[config.mk]
export PLATFORM = sky130hd
export DESIGN_NAME = pwm_peripheral
export DESIGN_NICKNAME = d
export VERILOG_FILES = /design/src/rtl/pwm_peripheral_pkg.sv /design/src/rtl/pwm_timebase.sv /design/src/rtl/pwm_peripheral.sv
export SDC_FILE = /design/constraint.sdc
export NUM_CORES = 1
export LEC_CHECK = 0
export ABC_AREA = 1
export CORE_MARGIN = 2
export CORE_UTILIZATION = 30
export CTS_BUF_LIST = sky130_fd_sc_hd__clkbuf_4 sky130_fd_sc_hd__clkbuf_8
export DETAILED_ROUTE_END_ITERATION = 6
export MAX_ROUTING_LAYER = met4
export PLACE_DENSITY = 0.62
export REMOVE_ABC_BUFFERS = 1
export SYNTH_ARGS = -nofsm -noshare
export SYNTH_HDL_FRONTEND = slang
export SYNTH_SLANG_ARGS = --single-unit
[constraint.sdc]
create_clock -name clk -period 1.65 [get_ports clk]
set_clock_uncertainty 0.05 [all_clocks]
set_input_delay 0.495 -clock clk [delete_from_list [all_inputs] [get_ports clk]]
set_output_delay 0.495 -clock clk [all_outputs]
set_load 0.05 [all_outputs]
[src/rtl/pwm_peripheral_pkg.sv]
// pwm_peripheral_pkg: constants and helpers shared by the PWM peripheral.
//   PWM_CNT_W      width of the PWM period counter
//   PWM_DUTY_FULL  duty code meaning "constant high"
//   PWM_NUM_OUT    number of chip outputs driven
package pwm_peripheral_pkg;

    localparam int unsigned          PWM_CNT_W     = 8;
    localparam logic [PWM_CNT_W-1:0] PWM_DUTY_FULL = 8'hFF;
    localparam int unsigned          PWM_NUM_OUT   = 16;

    // Full-scale duty is forced high so 0xFF has no one-step low gap at cnt==255.
    function automatic logic pwm_level(input logic [PWM_CNT_W-1:0] cnt,
                                       input logic [PWM_CNT_W-1:0] duty);
        return (duty == PWM_DUTY_FULL) || (cnt < duty);
    endfunction

endpackage

[src/rtl/pwm_timebase.sv]
// pwm_timebase: prescaler plus 8-bit period counter for the PWM peripheral.
// Ports:
//   clk    in   system clock
//   rst_n  in   asynchronous active-low reset
//   cnt    out  current PWM step within the period (0..255)
//   tick   out  high in the last prescaler cycle of a step; cnt advances on the next edge
//   wrap   out  tick while cnt==255; the next edge starts a new period
module pwm_timebase
    import pwm_peripheral_pkg::*;
#(
    parameter int unsigned PRESCALE = 13
) (
    input  logic                 clk,
    input  logic                 rst_n,
    output logic [PWM_CNT_W-1:0] cnt,
    output logic                 tick,
    output logic                 wrap
);

    localparam int unsigned PrescW = (PRESCALE > 1) ? $clog2(PRESCALE) : 1;

    logic [PrescW-1:0]    presc_q, presc_d;
    logic [PWM_CNT_W-1:0] cnt_q, cnt_d;

    always_comb begin
        tick    = (presc_q == PrescW'(PRESCALE - 1));
        wrap    = tick && (cnt_q == '1);
        presc_d = tick ? '0 : presc_q + PrescW'(1);
        // 8-bit add wraps 255->0 on its own
        cnt_d   = tick ? cnt_q + PWM_CNT_W'(1) : cnt_q;
        cnt     = cnt_q;
    end

    always_ff @(posedge clk or negedge rst_n) begin
        if (!rst_n) begin
            presc_q <= '0;
            cnt_q   <= '0;
        end else begin
            presc_q <= presc_d;
            cnt_q   <= cnt_d;
        end
    end

endmodule

[src/rtl/pwm_peripheral.sv]
// pwm_peripheral: drives 16 chip outputs static low, static high or with a shared PWM
// waveform, from the SPI-written control registers.
// Ports:
//   clk              in   system clock
//   rst_n            in   asynchronous active-low reset
//   en_reg_out_7_0   in   output enable, bits 7:0
//   en_reg_out_15_8  in   output enable, bits 15:8
//   en_reg_pwm_7_0   in   PWM-mode select, bits 7:0 (1 = PWM, 0 = static high)
//   en_reg_pwm_15_8  in   PWM-mode select, bits 15:8
//   pwm_duty_cycle   in   requested duty, applied from the next period boundary
//   pwm_out          out  registered output bus
//   period_start     out  one-clk strobe in the cycle the counter becomes 0
module pwm_peripheral
    import pwm_peripheral_pkg::*;
#(
    parameter int unsigned PRESCALE = 13
) (
    input  logic                   clk,
    input  logic                   rst_n,
    input  logic [7:0]             en_reg_out_7_0,
    input  logic [7:0]             en_reg_out_15_8,
    input  logic [7:0]             en_reg_pwm_7_0,
    input  logic [7:0]             en_reg_pwm_15_8,
    input  logic [7:0]             pwm_duty_cycle,
    output logic [PWM_NUM_OUT-1:0] pwm_out,
    output logic                   period_start
);

    logic [PWM_CNT_W-1:0]   cnt;
    logic                   wrap;
    logic                   unused_tick;
    logic [PWM_CNT_W-1:0]   duty_sh_q, duty_sh_d;
    logic [PWM_NUM_OUT-1:0] pwm_out_q, pwm_out_d;
    logic                   period_start_q;
    logic [PWM_NUM_OUT-1:0] en, mode;
    logic                   lvl;

    pwm_timebase #(
        .PRESCALE (PRESCALE)
    ) u_timebase (
        .clk   (clk),
        .rst_n (rst_n),
        .cnt   (cnt),
        .tick  (unused_tick),
        .wrap  (wrap)
    );

    always_comb begin
        en   = {en_reg_out_15_8, en_reg_out_7_0};
        mode = {en_reg_pwm_15_8, en_reg_pwm_7_0};
        // Shadow only reloads at the period boundary so a pulse is never cut short.
        duty_sh_d = wrap ? pwm_duty_cycle : duty_sh_q;
        lvl       = pwm_level(cnt, duty_sh_q);
        // Disabled -> 0; enabled static -> 1; enabled PWM -> shared level.
        pwm_out_d = en & (~mode | {PWM_NUM_OUT{lvl}});
    end

    always_ff @(posedge clk or negedge rst_n) begin
        if (!rst_n) begin
            duty_sh_q      <= '0;
            pwm_out_q      <= '0;
            period_start_q <= 1'b0;
        end else begin
            duty_sh_q      <= duty_sh_d;
            pwm_out_q      <= pwm_out_d;
            period_start_q <= wrap;
        end
    end

    assign pwm_out      = pwm_out_q;
    assign period_start = period_start_q;

endmodule

==> Yosys cells after proc, flatten, opt, wreduce, memory -nomap -nowiden <==
Index checks and enable logic that the tools add are counted.
{ "classes": {"mux": 1, "bitwise": 3, "n_addsub": 2, "n_reduce_logical": 2, "order_cmp": 1, "n_eq_ne": 3} }
{ "ops": {"columns": ["cell", "n"], "rows": [
  ["$and A16 B16 Y16", 1],
  ["$eq A8 B8 Y1 const B", 2],
  ["$not A16 Y16", 1],
  ["$or A16 B16 Y16", 1],
  ["$add A8 B1 Y8 const B", 1],
  ["$lt A8 B8 Y1", 1],
  ["$add A4 B1 Y4 const B", 1],
  ["$eq A4 B4 Y1 const B", 1],
  ["$mux W4", 1],
  ["$logic_and A1 B1 Y1", 1],
  ["$logic_or A1 B1 Y1", 1]
]} }
{ "word_totals": {"regBits": 37, "wordCells": 17, "inputBits": 42, "output_inout_bits": 17} }

==> Logic depth before layout (Yosys ltp) <==
Gate-level depths: netlist of run 1.
{ "depth": {"depth_word": 4, "ltp_mapped": 12, "ltp_nobuf": 11} }

==> Hierarchy <==
Synthesis of run 1 repeated with hierarchy kept, for this count alone.
{ "hier_totals": {"cells_unflattened": 200, "hier_area_um2": 1820.5} }
{ "modules_own_cells": {"columns": ["module", "area_per_inst_um2", "instances", "cells_each", "seq_area_each_um2"], "rows": [
  ["pwm_peripheral", 1212.4, 1, 131, 625.6],
  ["pwm_timebase", 608.1, 1, 69, 300.3]
]} }

==> Least setup slack after synthesis of run 1 <==
No wires, ideal clock.
{ "synth_path": {"path_kind": "register -> register", "startpoint": "register u_timebase.cnt_q[5] (netlist: u_timebase.cnt[5])", "endpoint": "register pwm_out_q[10] (netlist: pwm_out[10])", "period_less_slack_ns": 1.598, "arrival_time_ns": 1.485, "required_ns": 1.537, "setup_ns": 0.063, "stages_incl_launch_ff": 10, "path_buffers": 1, "setup_slack_ns": 0.052, "cell_sequence": "dfrtp_1 ha_1 a21oi_1 nor2_1 nor3_1 nand2_1 buf_2 nand3_1 nand2_1 inv_1"} }
{ "synth_between": {"elab_chain_cells": 4} }
{ "synth_rtl": {"columns": ["element", "line_no", "source"], "rows": [
  ["from (decl)", "pwm_timebase.sv:23", "logic [PWM_CNT_W-1:0] cnt_q, cnt_d;"],
  ["from (signal assigned)", "pwm_timebase.sv:40", "cnt_q <= cnt_d;"],
  ["$lt A8 B8 Y1", "pwm_peripheral_pkg.sv:14", "return (duty == PWM_DUTY_FULL) || (cnt < duty);"],
  ["$logic_or A1 B1 Y1", "pwm_peripheral_pkg.sv:14", null],
  ["$or A16 B16 Y16", "pwm_peripheral.sv:55", "pwm_out_d = en & (~mode | {PWM_NUM_OUT{lvl}});"],
  ["$and A16 B16 Y16", "pwm_peripheral.sv:55", null],
  ["net pwm_out_d[10]", "pwm_peripheral.sv:33", "logic [PWM_NUM_OUT-1:0] pwm_out_q, pwm_out_d;"],
  ["to (signal assigned)", "pwm_peripheral.sv:65", "pwm_out_q <= pwm_out_d;"],
  ["to (decl)", "pwm_peripheral.sv:33", null]
]} }
The timed path passes the listed nets, and every way through them passes these cells.
A chain may end at the register's enable or synchronous reset.

==> Final worst setup path of run 1 <==
{ "layout_path": {"startpoint": "register duty_sh_q[5]", "endpoint": "register pwm_out_q[5] (netlist: pwm_out[5])"} }
{ "layout_between": {"elab_chain_cells": 4, "word_cells_on_any_way": 5, "classes_between": "order compare (1); eq/ne (1); bitwise (2); reduce/logical (1)"} }
{ "layout_rtl": {"columns": ["element", "line_no", "source"], "rows": [
  ["from (decl)", "pwm_peripheral.sv:32", "logic [PWM_CNT_W-1:0] duty_sh_q, duty_sh_d;"],
  ["from (signal assigned)", "pwm_peripheral.sv:64", "duty_sh_q <= duty_sh_d;"],
  ["$lt A8 B8 Y1 or $eq A8 B8 Y1 (tied branches)", "pwm_peripheral_pkg.sv:14", null],
  ["$logic_or A1 B1 Y1 (*)", "pwm_peripheral_pkg.sv:14", null],
  ["$or A16 B16 Y16 (*)", "pwm_peripheral.sv:55", null],
  ["$and A16 B16 Y16 (*)", "pwm_peripheral.sv:55", null],
  ["net pwm_out_d[5]", "pwm_peripheral.sv:33", null]
]} }
Mark *: on every way through the listed nets, which the timed path passes. The rest lies on a longest branch.

==> impl_metrics.py, run 1 <==
metrics = {
    "timing": {
        "slew_headroom_pct": 81.5,
        "worst_pin_slew_ps": 275,
        "setup_viol": 0,
        "fin_crit_sh_pct": 98.3,
        "slew_viol_final": 0,
        "period_needed_ps": 1620,
        "timing.fmax_mhz": 617,
        "hold_viol": 0,
        "rsz0062_at_grt": "yes",
        "layout_setup_ws_ps": 28.0,
    },
    "die": {
        "core_area_um2": 5540,
        "die_h_um": 79.8,
        "fp-row-count": 27,
        "die-area_um2": 6360,
        "io_pins": 59,
        "die_width_um": 79.8,
        "initial_core_util_pct": 31.1,
    },
    "setup_path": {
        "crit_arrival_ps": 1800,
        "crit_fanout": 8,
        "r2r_start": "duty_sh_q[5]",
        "critical_path_class": "flip-flop to flip-flop",
        "r2r_slack_ps": 30,
        "reg2reg_depth": 10,
        "r2r_end": "pwm_out[5]",
        "cp.required_ps": 1830,
        "cp-start-kind": "flip-flop",
        "critPathCaptureType": "flip-flop",
    },
    "cells_and_area": {
        "fin_util_pct": 52.7,
        "syn_to_final_growth_pct": 69.6,
        "fillers": 528,
        "final_nets": 329,
        "drive_gt1_share_pct": 23.4,
        "num_antenna_cells": 0,
    },
    "clocking": {
        "clkTransAtPathRegs_ps": 70,
        "cts_made_buffers": 5,
        "cts_max_level": 2,
        "cts_sinks": 37,
        "tritoncts": "built",
        "cts-root-buf": "clkbuf_8",
        "clockBufferDepth": 2,
        "clock_latency_ps": 290,
    },
    "global_route": {
        "grt_max_degree": 38,
        "antenna_found_initial": 0,
        "grt_usage_pct": 13.9,
        "grtUsageMet1_pct": 15.6,
        "globalRouteMet3Util_pct": 4.30,
        "gr-max-usage-layer": "met2",
        "grtUsageMet2_pct": 22.5,
        "grt_pass1_vias": 1456,
        "grt_pass1_wl_um": 6460,
        "grt_overflow": 0,
    },
    "logic_synthesis": {
        "synth_area_per_cell_um2": 8.92,
        "synth_cells": 193,
        "yosys.area.top_type": "dfrtp_1",
        "synth_top_area_share_pct": 53.8,
        "synth_area_um2": 1720,
        "ys_seq_area_share_pct": 53.8,
        "ys_seq_elements": 37,
        "synth.area.top_cells": "dfrtp_1 54%, nand2_1 14%, inv_1 7.4%, ha_1 7.3%, nand3_1 5.2%",
        "synth.most_common_cell": "nand2_1",
        "synthArstFlopShare_pct": 100,
        "ys_warn_count": 0,
        "synth_ff_type": "dfrtp_1",
        "ys_types": 20,
        "synth.top_cells.by_count": "62 x nand2_1, 37 x dfrtp_1, 34 x inv_1",
        "synth_enable_flop_cells": 0,
    },
    "power": {
        "power.density_nw_per_um2": 702,
        "ir_drop_v": 0.000352,
        "p_leak_nw": 1.49,
    },
    "route": {
        "firstDrtPassIters": 4,
        "ant_nets": 0,
        "drc": 0,
        "num_vias": 1530,
        "viasPerCell": 4.37,
        "drt_iter0_drc": 55,
        "wire_per_inst_um": 11.6,
        "drt-total-wl_um": 4070,
    },
    "flow_run": {
        "maxCapViolations": 0,
    },
    "placement": {
        "gp_congestion": 0.736,
        "place_ws_ps": 8.54,
        "hpwl_um": 2900,
        "io_buffers": 58,
    },
    "min_path": {
        "hp-class": "primary input to async pin",
    },
    "outcome": {
        "status": "completed",
    },
}
state kept, by name (all words and copies together), names as in the netlist:
| name | count |
|---|---|
| u_timebase.cnt | 8 |
| pwm_out | 16 |
| period_start | 1 |
| u_timebase.presc_q | 4 |
| duty_sh_q | 8 |
worst max path at each step:
stage	cells after the start	endpoint	start
2_1_floorplan	8	pwm_out[0]	u_timebase.cnt[5]
6_report	10	pwm_out[5]	duty_sh_q[5]
3_3_place_gp	11	duty_sh_q[1]	u_timebase.presc_q[0]
3_5_place_dp	11	duty_sh_q[3]	u_timebase.presc_q[0]
5_1_grt	10	pwm_out[3]	duty_sh_q[7]
4_1_cts	11	duty_sh_q[3]	u_timebase.presc_q[0]
cell usage in the layout, fill, tap and decap left out, drive strengths merged:
cell / count
nor3: 7
nand2: 63
clkbuf: 6
dfrtp: 37
a21oi: 3
nand3: 19
ha: 10
buf: 39
o21ai: 1
clkinvlp: 1
xor2: 5
inv: 36
nor2: 5
xnor2: 3
clkdlybuf4s50: 40
bufinv: 1
nand4: 2
per-stage QoR:
step	hold WS (ps)	setup TNS [ps]	instance area (um2)	power (W)	std cells
after floorplan	149	0	1710	0.00104	191
after global placement	417	0	2670	0.00125	334
after detailed placement	416	0	2670	0.00126	334
after CTS	111	0	2790	0.00208	342
after global routing	123	-1320	2920	0.00213	350
final	115	0	2920	0.00205	350
cells by family (layout without fill, tap and decap cells):
kind of cell,after synthesis,after routing,synth area share (%)
xor gates and xnor gates,8,8,4.07
and+or+nand+nor,96,96,25.4
AOI/OAI and AO/OA,4,4,1.16
buffers and inverters,38,123,8.36
adders and majority gates,10,10,7.27
DFF,37,37,53.8
layout make-up:
cell class                 instances  area [um2]  area share [%]
sequential                        37         927            31.7
clock inverter                     2        37.5            1.29
multi-input combinational        118         708            24.3
timing repair buffer              79         940            32.2
tap                               72        90.1            3.08
clock buffer                       6        82.6            2.83
inverter                          36         135            4.63
critical path, cell delays in order, from the launching register on:
cell and delay [ps]:
dfrtp_1 380, inv_1 80, ha_1 240, a21oi_1 170
nor2_1 70, nor3_2 140, nand2_2 120, buf_8 160
nand3_1 60, nand2_1 50, inv_1 50
power breakdown:
part / switching, W / internal [W] / leakage (nW)
Combinational: 0.000122 / 0.000170 / 1.02
Clock: 0.000322 / 0.000491 / 0.0574
Sequential: 0.0000165 / 0.000926 / 0.416
routing by layer:
| layer | vias to the layer above | wire [um] |
|---|---|---|
| met5 | - | 0 |
| met4 | 0 | 126 |
| met3 | 9 | 298 |
| met2 | 48 | 2110 |
| met1 | 714 | 1540 |
| li1 | 759 | - |
timing repair:
action                                  in CTS  in global routing
hold buffers                                 0                  0
gates cloned                                 0                  1
endpoints found under the setup margin       2                 26
pin swaps                                    0                  7
resized for setup                            1                 18
setup buffers                                0                  7
Power figures use the tool's default switching activity.
==> inputs of run 2 (changes only) <==
--- a/config.mk
+++ b/config.mk
@@ -6,13 +6,13 @@
 export NUM_CORES = 1
 export LEC_CHECK = 0
 export ABC_AREA = 1
-export CORE_MARGIN = 2
 export CORE_UTILIZATION = 30
 export CTS_BUF_LIST = sky130_fd_sc_hd__clkbuf_4 sky130_fd_sc_hd__clkbuf_8
 export DETAILED_ROUTE_END_ITERATION = 6
 export MAX_ROUTING_LAYER = met4
-export PLACE_DENSITY = 0.62
+export PLACE_DENSITY = 0.61
 export REMOVE_ABC_BUFFERS = 1
 export SYNTH_ARGS = -nofsm -noshare
 export SYNTH_HDL_FRONTEND = slang
+export SYNTH_HIERARCHICAL = 1
 export SYNTH_SLANG_ARGS = --single-unit
==> impl_metrics.py, run 2 <==
metrics = {
    "route": {
        "ant_nets": 0,
        "viasPerCell": 4.18,
        "wl_met3_um": 304,
        "wire_per_inst_um": 10.4,
        "drt_iter0_drc": 53,
        "highest_layer": "met4",
        "wl_met1_um": 1460,
        "drt-total-wl_um": 3620,
        "wl_met2_um": 1820,
        "drc": 0,
        "num_vias": 1450,
        "firstDrtPassIters": 4,
    },
    "power": {
        "power.density_nw_per_um2": 645,
        "p_leak_nw": 1.39,
        "ir_drop_v": 0.000279,
    },
    "cells_and_area": {
        "fillers": 583,
        "largest_reg_flops": 16,
        "final_cell_mix": "52 x nand2_1, 40 x clkdlybuf4s50_1, 37 x dfrtp_1",
        "num_antenna_cells": 0,
        "final_common_cell": "nand2_1",
        "syn_to_final_growth_pct": 57.0,
        "final_nets": 323,
        "drive_gt1_share_pct": 24.6,
    },
    "logic_synthesis": {
        "synth_ff_type": "dfrtp_1",
        "synth_top_area_share_pct": 50.9,
        "yosys.area.top_type": "dfrtp_1",
        "synth_area_per_cell_um2": 9.10,
        "synth_area_um2": 1820,
        "synth_enable_flop_cells": 0,
        "synthArstFlopShare_pct": 100,
        "synth.top_cells.by_count": "54 x nand2_1, 37 x dfrtp_1, 36 x inv_1",
        "synth_cells": 200,
        "ys_warn_count": 6,
        "ys_types": 22,
        "synth.most_common_cell": "nand2_1",
        "synth.area.top_cells": "dfrtp_1 51%, nand2_1 11%, inv_1 7.4%, ha_1 6.9%, nand3_2 6.6%",
        "ys_seq_area_share_pct": 50.9,
        "ys_seq_elements": 37,
    },
    "timing": {
        "fin_crit_sh_pct": 95.7,
        "holdWs_ps": 64.9,
        "hold_viol": 0,
        "setup_viol": 0,
        "worst_pin_slew_ps": 415,
        "rsz0062_at_grt": "yes",
        "setup_tns_ps": 0,
        "slew_headroom_pct": 72.2,
        "timing.fmax_mhz": 633,
        "period_needed_ps": 1580,
        "layout_setup_ws_ps": 70.7,
        "slew_viol_final": 0,
    },
    "setup_path": {
        "cp-start-kind": "flip-flop",
        "cp-startpoint": "u_timebase/cnt[7]",
        "crit_arrival_ps": 1710,
        "critPathMaxStageDelay_ps": 420,
        "crit_fanout": 16,
        "path_cells": "ha_1 -> nand2_2 -> nor2_1 -> nand2_1 -> nand2_2 -> buf_12 -> nand3_1 -> nand2_1 -> inv_1",
        "crit_slowest_cell": "dfrtp_1",
        "critPathCaptureType": "flip-flop",
        "critical_path_class": "flip-flop to flip-flop",
        "cp.required_ps": 1790,
        "r2r_start": "u_timebase/cnt[7]",
    },
    "min_path": {
        "hp-class": "primary input to async pin",
    },
    "clocking": {
        "clkTransAtPathRegs_ps": 80,
        "clock_latency_ps": 280,
        "cts_max_level": 2,
        "tritoncts": "built",
        "cts-hold-fix-buffers": 0,
        "clockBufferDepth": 2,
        "cts_sinks": 37,
        "cts_made_buffers": 5,
        "cts-root-buf": "clkbuf_8",
    },
    "outcome": {
        "status": "completed",
    },
    "die": {
        "die_width_um": 79.9,
        "die_h_um": 79.9,
        "die-area_um2": 6380,
        "initial_core_util_pct": 30.9,
        "core_area_um2": 5890,
        "fp-row-count": 28,
        "io_pins": 59,
    },
    "global_route": {
        "grt_usage_pct": 13.2,
        "grt_max_degree": 25,
        "grt_pass1_vias": 1410,
        "antenna_found_initial": 0,
        "grt_pass1_wl_um": 6290,
        "grt_overflow": 0,
    },
    "flow_run": {
        "maxCapViolations": 0,
    },
    "placement": {
        "gp_congestion": 0.732,
        "io_buffers": 58,
        "place_ws_ps": 75.7,
        "hpwl_um": 2790,
    },
}
==> run 2: path summary, 6_finish.rpt <==
| path | end | slack [ps] | cells after the start |
|---|---|---|---|
| worst max-delay path | pwm_out[1] | 70 | 9 |
| worst min-delay path | u_timebase/cnt[1] | 60 | 1 |
| worst max register to register | pwm_out[1] | 70 | 9 |
| worst min register to register | u_timebase/cnt[4] | 480 | 2 |
| max in group asynchronous | u_timebase/presc_q[3] | 1050 | 2 |
| min in group clk | u_timebase/cnt[4] | 480 | 2 |
==> run 2: final cells by class <==
class	instances	area [um2]	share of cell area, %
Multi-Input combinational cell	121	763	26.7
Sequential cell	37	926	32.4
Clock buffer	5	68.8	2.41
Inverter	39	146	5.12
Clock inverter	3	17.5	0.613
Timing Repair Buffer	67	842	29.5
Tap cell	75	93.8	3.28
==> run 2: power breakdown <==
| part | total, W | internal [W] | switching (W) | leakage, nW |
|---|---|---|---|---|
| clock | 0.000609 | 0.000291 | 0.000318 | 0.0439 |
| combinational | 0.000293 | 0.000171 | 0.000122 | 0.930 |
| sequential | 0.000943 | 0.000926 | 0.0000163 | 0.418 |
==> run 2: logic make-up (layout without fill, tap and decap cells) <==
logic type | count (synthesis) | count (layout) | share of synthesized area, %
DFF | 37 | 37 | 50.9
buffers and inverters | 42 | 114 | 9.48
xor gates and xnor gates | 3 | 3 | 1.44
AOI/OAI and AO/OA | 12 | 12 | 3.30
and+or+nand+nor | 96 | 96 | 28.0
adders and majority gates | 10 | 10 | 6.87
==> run 2: per-layer routing <==
metal  global-route usage [%]  up-vias
met3                     5.26        2
met4                     4.29        0
met5                        -        -
met1                     15.0      650
li1                         -      752
met2                     21.3       46
==> run 2: per-stage QoR <==
| step | instances | total power (W) | utilization [%] | instance area (um2) |
|---|---|---|---|---|
| CTS | 346 | 0.00188 | 47.7 | 2810 |
| global placement | 338 | 0.00126 | 46.2 | 2720 |
| detailed placement | 338 | 0.00126 | 46.2 | 2720 |
| finish | 347 | 0.00184 | 48.6 | 2860 |
| floorplan | 197 | 0.00104 | - | 1790 |
| global route | 347 | 0.00195 | 48.6 | 2860 |
==> run 2: critical path: cells and delay by family, from the launching register on <==
| kind | cells | cell delay [ps] |
|---|---|---|
| AND/OR/NAND/NOR | 6 | 490 |
| flip-flops | 1 | 420 |
| adder cells (fa/ha/maj) | 1 | 320 |
| buffers and inverters | 2 | 180 |
==> run 2: what timing repair did <==
| item | in CTS | in global routing |
|---|---|---|
| endpoints found under the setup margin | 0 | 21 |
| gates resized for setup | 0 | 12 |
| hold endpoints to repair | 0 | 0 |
| buffers inserted | 0 | 1 |
